## src/rtl/multicycle_ctrl_v2.sv

```systemverilog
// multicycle_ctrl_v2 : control FSM for the multi-cycle RV32I core.
// Sequences fetch, decode, execute, memory and writeback and drives every
// datapath mux select, write enable and the ALU opcode. Adds a memory ready
// handshake, all six branches, JALR/LUI/AUIPC, a trap state and a
// retired-instruction counter.
//
// Ports:
//   clk, rst            clock, asynchronous active-high reset
//   op, funct3, funct7  instruction fields from the instruction register
//   zero, lt, ltu       ALU flags (result==0, signed <, unsigned <)
//   mem_ready           memory access completes this cycle
//   mem_req, mem_write  memory request / write strobe
//   pc_write, ir_write  PC enable / IR+oldPC enable
//   reg_write           register file write enable
//   adr_src             address select (0 PC, 1 ALUOut)
//   alu_src_a/b         ALU operand selects
//   result_src          result mux select
//   imm_src             immediate format (combinational from op)
//   alu_control         ALU opcode
//   halted              FSM is in TRAP
//   instret             retired-instruction count (wraps)
module multicycle_ctrl_v2 #(
    parameter int MEM_HANDSHAKE = 1,
    parameter int ENABLE_TRAP   = 1,
    parameter int CNT_W         = 32
) (
    input  logic             clk,
    input  logic             rst,
    input  logic [6:0]       op,
    input  logic [2:0]       funct3,
    input  logic [6:0]       funct7,
    input  logic             zero,
    input  logic             lt,
    input  logic             ltu,
    input  logic             mem_ready,
    output logic             mem_req,
    output logic             pc_write,
    output logic             ir_write,
    output logic             reg_write,
    output logic             mem_write,
    output logic             adr_src,
    output logic [1:0]       alu_src_a,
    output logic [1:0]       alu_src_b,
    output logic [1:0]       result_src,
    output logic [2:0]       imm_src,
    output logic [3:0]       alu_control,
    output logic             halted,
    output logic [CNT_W-1:0] instret
);

    localparam logic [6:0] OP_LOAD   = 7'b0000011;
    localparam logic [6:0] OP_STORE  = 7'b0100011;
    localparam logic [6:0] OP_R      = 7'b0110011;
    localparam logic [6:0] OP_I      = 7'b0010011;
    localparam logic [6:0] OP_JAL    = 7'b1101111;
    localparam logic [6:0] OP_JALR   = 7'b1100111;
    localparam logic [6:0] OP_BRANCH = 7'b1100011;
    localparam logic [6:0] OP_LUI    = 7'b0110111;
    localparam logic [6:0] OP_AUIPC  = 7'b0010111;

    typedef enum logic [3:0] {
        S_FETCH    = 4'd0,
        S_DECODE   = 4'd1,
        S_MEMADR   = 4'd2,
        S_MEMREAD  = 4'd3,
        S_MEMWB    = 4'd4,
        S_MEMWRITE = 4'd5,
        S_EXECR    = 4'd6,
        S_EXECI    = 4'd7,
        S_UEXEC    = 4'd8,
        S_JAL      = 4'd9,
        S_JALR     = 4'd10,
        S_JALRJ    = 4'd11,
        S_ALUWB    = 4'd12,
        S_BRANCH   = 4'd13,
        S_TRAP     = 4'd14
    } state_t;

    // Destination of an unsupported instruction leaving DECODE.
    localparam state_t S_ILL = (ENABLE_TRAP != 0) ? S_TRAP : S_FETCH;

    state_t           state_r;
    state_t           next_state_s;
    logic [CNT_W-1:0] instret_r;
    logic             ready_s;
    logic             taken_s;
    logic             retire_s;
    logic [1:0]       alu_op_s;
    logic             unused_s;

    // funct3/funct7 ALU decode; op[5] separates R-type from I-type so addi is never sub.
    function automatic logic [3:0] funct_alu(input logic [6:0] opc, input logic [2:0] f3,
                                             input logic [6:0] f7);
        logic [3:0] code;
        case (f3)
            3'b000:  code = (opc[5] && f7[5]) ? 4'b0001 : 4'b0000;
            3'b001:  code = 4'b0111;
            3'b010:  code = 4'b0101;
            3'b011:  code = 4'b0110;
            3'b100:  code = 4'b0100;
            3'b101:  code = f7[5] ? 4'b1001 : 4'b1000;
            3'b110:  code = 4'b0011;
            3'b111:  code = 4'b0010;
            default: code = 4'b0000;
        endcase
        return code;
    endfunction

    assign ready_s  = (MEM_HANDSHAKE != 0) ? mem_ready : 1'b1;
    assign instret  = instret_r;
    assign unused_s = ^{funct7[6], funct7[4:0]};

    // State register.
    always_ff @(posedge clk or posedge rst) begin
        if (rst) begin
            state_r <= S_FETCH;
        end else begin
            state_r <= next_state_s;
        end
    end

    // Retired-instruction counter: bumps as a retiring state is left.
    always_ff @(posedge clk or posedge rst) begin
        if (rst) begin
            instret_r <= {CNT_W{1'b0}};
        end else if (retire_s && (next_state_s != state_r)) begin
            instret_r <= instret_r + {{(CNT_W-1){1'b0}}, 1'b1};
        end else begin
            instret_r <= instret_r;
        end
    end

    // Branch condition from funct3 and the ALU flags.
    always_comb begin
        case (funct3)
            3'b000:  taken_s = zero;
            3'b001:  taken_s = ~zero;
            3'b100:  taken_s = lt;
            3'b101:  taken_s = ~lt;
            3'b110:  taken_s = ltu;
            3'b111:  taken_s = ~ltu;
            default: taken_s = 1'b0;
        endcase
    end

    // Next-state logic.
    always_comb begin
        next_state_s = S_FETCH;
        case (state_r)
            S_FETCH:    next_state_s = ready_s ? S_DECODE : S_FETCH;
            S_DECODE: begin
                case (op)
                    OP_LOAD, OP_STORE: next_state_s = S_MEMADR;
                    OP_R:              next_state_s = S_EXECR;
                    OP_I:              next_state_s = S_EXECI;
                    OP_JAL:            next_state_s = S_JAL;
                    OP_JALR:           next_state_s = S_JALR;
                    OP_BRANCH:         next_state_s = ((funct3 == 3'b010) || (funct3 == 3'b011))
                                                      ? S_ILL : S_BRANCH;
                    OP_LUI, OP_AUIPC:  next_state_s = S_UEXEC;
                    default:           next_state_s = S_ILL;
                endcase
            end
            S_MEMADR: begin
                if (op == OP_LOAD) begin
                    next_state_s = S_MEMREAD;
                end else if (op == OP_STORE) begin
                    next_state_s = S_MEMWRITE;
                end else begin
                    next_state_s = S_FETCH;
                end
            end
            S_MEMREAD:  next_state_s = ready_s ? S_MEMWB : S_MEMREAD;
            S_MEMWB:    next_state_s = S_FETCH;
            S_MEMWRITE: next_state_s = ready_s ? S_FETCH : S_MEMWRITE;
            S_EXECR:    next_state_s = S_ALUWB;
            S_EXECI:    next_state_s = S_ALUWB;
            S_UEXEC:    next_state_s = S_ALUWB;
            S_JAL:      next_state_s = S_ALUWB;
            S_JALR:     next_state_s = S_JALRJ;
            S_JALRJ:    next_state_s = S_ALUWB;
            S_ALUWB:    next_state_s = S_FETCH;
            S_BRANCH:   next_state_s = S_FETCH;
            S_TRAP:     next_state_s = S_TRAP;
            default:    next_state_s = S_FETCH;
        endcase
    end

    // Per-state datapath controls.
    always_comb begin
        mem_req    = 1'b0;
        pc_write   = 1'b0;
        ir_write   = 1'b0;
        reg_write  = 1'b0;
        mem_write  = 1'b0;
        adr_src    = 1'b0;
        alu_src_a  = 2'b00;
        alu_src_b  = 2'b00;
        result_src = 2'b00;
        alu_op_s   = 2'b00;
        halted     = 1'b0;
        retire_s   = 1'b0;
        case (state_r)
            S_FETCH: begin
                mem_req    = 1'b1;
                alu_src_b  = 2'b10;
                result_src = 2'b10;
                ir_write   = ready_s;
                pc_write   = ready_s;
            end
            S_DECODE: begin
                alu_src_a = 2'b01;
                alu_src_b = 2'b01;
            end
            S_MEMADR, S_JALR: begin
                alu_src_a = 2'b10;
                alu_src_b = 2'b01;
            end
            S_MEMREAD: begin
                mem_req = 1'b1;
                adr_src = 1'b1;
            end
            S_MEMWB: begin
                result_src = 2'b01;
                reg_write  = 1'b1;
                retire_s   = 1'b1;
            end
            S_MEMWRITE: begin
                mem_req   = 1'b1;
                adr_src   = 1'b1;
                mem_write = 1'b1;
                retire_s  = 1'b1;
            end
            S_EXECR: begin
                alu_src_a = 2'b10;
                alu_op_s  = 2'b10;
            end
            S_EXECI: begin
                alu_src_a = 2'b10;
                alu_src_b = 2'b01;
                alu_op_s  = 2'b10;
            end
            S_UEXEC: begin
                alu_src_a = op[5] ? 2'b11 : 2'b01;
                alu_src_b = 2'b01;
            end
            S_JAL, S_JALRJ: begin
                alu_src_a = 2'b01;
                alu_src_b = 2'b10;
                pc_write  = 1'b1;
            end
            S_ALUWB: begin
                reg_write = 1'b1;
                retire_s  = 1'b1;
            end
            S_BRANCH: begin
                alu_src_a = 2'b10;
                alu_op_s  = 2'b01;
                pc_write  = taken_s;
                retire_s  = 1'b1;
            end
            S_TRAP: begin
                halted = 1'b1;
            end
            default: begin
                halted = 1'b0;
            end
        endcase
    end

    // ALU opcode from the internal alu_op class.
    always_comb begin
        case (alu_op_s)
            2'b00:   alu_control = 4'b0000;
            2'b01:   alu_control = 4'b0001;
            2'b10:   alu_control = funct_alu(op, funct3, funct7);
            default: alu_control = 4'b0000;
        endcase
    end

    // Immediate format, purely from the opcode.
    always_comb begin
        case (op)
            OP_LOAD, OP_I, OP_JALR: imm_src = 3'b000;
            OP_STORE:               imm_src = 3'b001;
            OP_BRANCH:              imm_src = 3'b010;
            OP_JAL:                 imm_src = 3'b011;
            OP_LUI, OP_AUIPC:       imm_src = 3'b100;
            default:                imm_src = 3'b000;
        endcase
    end

endmodule

```

## config.mk

```make
export PLATFORM = sky130hd
export DESIGN_NAME = multicycle_ctrl_v2
export DESIGN_NICKNAME = d
export VERILOG_FILES = /design/src/rtl/multicycle_ctrl_v2.sv
export SDC_FILE = /design/constraint.sdc
export NUM_CORES = 1
export LEC_CHECK = 0
export CAP_MARGIN = 20
export CORE_MARGIN = 1
export CORE_UTILIZATION = 40
export CTS_BUF_LIST = sky130_fd_sc_hd__clkbuf_8
export DETAILED_ROUTE_END_ITERATION = 8
export PLACE_DENSITY = 0.71
export SYNTH_ARGS = -nofsm -noshare
export SYNTH_HDL_FRONTEND = slang
export SYNTH_SLANG_ARGS = --single-unit
```

## constraint.sdc

```tcl
create_clock -name clk -period 3 [get_ports clk]
set_clock_uncertainty 0.05 [all_clocks]
set_input_delay 0.6 -clock clk [delete_from_list [all_inputs] [get_ports clk]]
set_output_delay 0.6 -clock clk [all_outputs]
set_load 0.01 [all_outputs]
```

==> summary.txt <==
Run status
  • Status: completed

Clock network
  • Deepest clock path buffer count: 2
  • Total clock sinks: 36
  • Cts hold-fix bufs: 0
  • TritonCTS clock tree: built
  • Worst-path clk slew: 80 ps
  • Postcts setup bufs: 0
  • Clk Latency, worst-skew pair: 290 ps
  • Clk root buf: clkbuf_8
  • H-tree Lvls: 2
  • Num CTS Buffers: 5

Cells and area
  • Area Growth Syn to Fin: 39.97%
  • Share of cells above drive strength 1: 12.80%
  • Non-Filler Instances: 398
  • Diode count: 0
  • Most frequent cells in the layout: clkdlybuf4s50_1 (66), dfrtp_1 (35), nor2_1 (24), xnor2_1 (24), nand3_1 (21)
  • Final Instance Area: 0.003159 mm²
  • Final net count: 353
  • Most common cell after layout, fill and taps aside: clkdlybuf4s50_1

Timing
  • Worst slew pin tran: 560.2 ps
  • Final hold vios: 0
  • Slew margin rel.: 62.37%
  • Final setup vio count: 0
  • RSZ-0062 raised after global routing: no
  • Max Slew Vio Count: 0
  • Final period util: 94.88%
  • Fmax: 351.3 MHz
  • Final Critical Period: 2846 ps

GRT
  • Total track usage: 17.97%
  • Initial antenna violation count: 0
  • First-pass GRT wire length: 8.480 mm
  • Total gr overflow: 0
  • Largest net degree at the start of global routing: 37
  • Vias in the first global route: 1911

Worst setup path
  • Startpoint types: input port
  • CP arrival: 2200 ps
  • WP data required: 2350 ps
  • Critical path capture point type: output pin
  • Critical path fanouts, max: 4
  • WS Path Type: input port to output pin

Synth
  • Sequential fraction of the synthesis area: 39.91%
  • Synthesized area per cell: 9.065 µm²
  • Synth Register Bits: 36
  • Syn_nets: 275
  • Synth unique cells: 46
  • Top FF cell, synth: dfrtp_1
  • Asr flop ratio synth: 100.0%
  • Post-Syn Instances: 249
  • Share of Yosys cell area claimed by the top area cell type: 39.91%
  • Yosys warning count: 0
  • Synth top area cells: dfrtp_1 (40%), xnor2_1 (9.3%), nand3_1 (4.7%)
  • Cell taking the most area after synthesis: dfrtp_1
  • Post-synth EDFFs: 0
  • Cell Area, Synth: 0.002257 mm²

Power
  • Design Power: 1914 µW
  • PD cells: 605.8 mW/mm²
  • Worst IR Drop VDD: 0.6435 mV
  • Leakage: 0.001354 µW

Floorplan
  • Die H: 77.12 µm
  • I/O pin count: 75
  • Core Region: 0.005270 mm²
  • Row cnt: 26
  • Die area: 0.005947 mm²
  • Die W: 77.12 µm
  • Initial core utilization: 42.83%

Placed design
  • GP Congestion: 0.7730
  • Placed cells: 390
  • Placed Area: 0.003057 mm²
  • PortBufs: 68
  • Final HPWL DP: 3.718 mm

Drt
  • Iter 0 DRT Violations: 91
  • DR DRC count: 0
  • Via density: 5.063
  • Post-route ant nets: 0
  • Routed wire length: 4.992 mm
  • WL per Instance: 12.54 µm
  • Drt first pass iters: 5
  • Vias: 2015

Min path
  • Worst min path class: flop to flop

Flow run
  • Max_cap viols: 0
area by class of cell:
class,count,area (µm²)
clock buffer,5,68.82
clock inverter,3,18.77
fill,496,2111
inverter,7,26.28
multi-input combinational,195,1269
sequential,36,902.1
tap,70,87.58
timing repair buffer,82,787.0
registers in the layout, indices dropped and copies added, names as in the netlist:
register  flops
state_r       4
instret      32
metrics by stage:
step           setup TNS [ps]  util, %  worst slack, ps  hold WS, ps
5_1_grt                     0    59.95            30.58        452.7
3_5_place_dp           -76.95    58.00           -76.95        414.1
3_3_place_gp           -58.97    58.00           -58.97        407.0
4_1_cts                     0    59.64            37.26        424.3
2_1_floorplan               0        -            642.3        453.9
6_report                    0    59.95            153.7        415.2
cells in the mapped netlist (all sizes together), types with 2 or more instances:
cell / number
a21o: 2
a21oi: 10
a31oi: 2
and2: 3
and3: 7
and4: 4
buf: 7
clkbuf: 4
dfrtp: 36
ha: 3
inv: 7
mux2i: 2
nand2: 20
nand2b: 8
nand3: 21
nand4: 5
nor2: 24
nor2b: 9
nor3: 11
nor4: 2
o21ai: 11
or2: 3
xnor2: 24
xor2: 11
cells by family (layout without fill, tap and decap cells):
logic type | Yosys count | in the layout | synth area share [%]
buffers and inverters | 18 | 97 | 4.434
AOI/OAI and AO/OA | 33 | 33 | 9.868
xor gates and xnor gates | 35 | 35 | 13.91
DFF | 36 | 36 | 39.91
and+or+nand+nor | 122 | 122 | 29.32
muxes | 2 | 2 | 0.8870
adders and majority gates | 3 | 3 | 1.663
what timing repair did:
action                     in CTS  in global routing
gates cloned                    0                  0
pin swaps                       1                  0
resized for setup               1                  7
setup endpoints to repair       1                  4
critical path, cell delays in order:
cell	delay (ps)
clkdlybuf4s50_1	460
buf_4	170
nor2_1	160
o21ai_0	110
a31oi_1	170
nor2_1	50
clkdlybuf4s50_1	470
routing by layer:
layer | GRT usage, % | wire length (µm)
met5 | 0 | 0
met4 | 8.302 | 102
met3 | 6.190 | 375
met2 | 29.82 | 2275
met1 | 20.66 | 2238
final timing paths:
| path | startpoint | end | slack (ps) | cells after the start |
|---|---|---|---|---|
| max | funct3[0] | alu_control[0] | 150 | 7 |
| min | instret[31] | instret[31] | 420 | 1 |
| max reg2reg | state_r[3] | instret[4] | 700 | 7 |
| min reg2reg | instret[31] | instret[31] | 420 | 1 |
| max in group asynchronous | rst | state_r[3] | 1910 | 3 |
| min in group asynchronous | rst | instret[11] | 650 | 3 |
power breakdown:
group	total (µW)	internal, µW	leakage (µW)	switching (µW)
clock network	336	162	0.0000479	175
logic	957	503	0.000818	454
registers	620	543	0.000488	77.2
No activity file was read; power rests on OpenSTA's default activity.
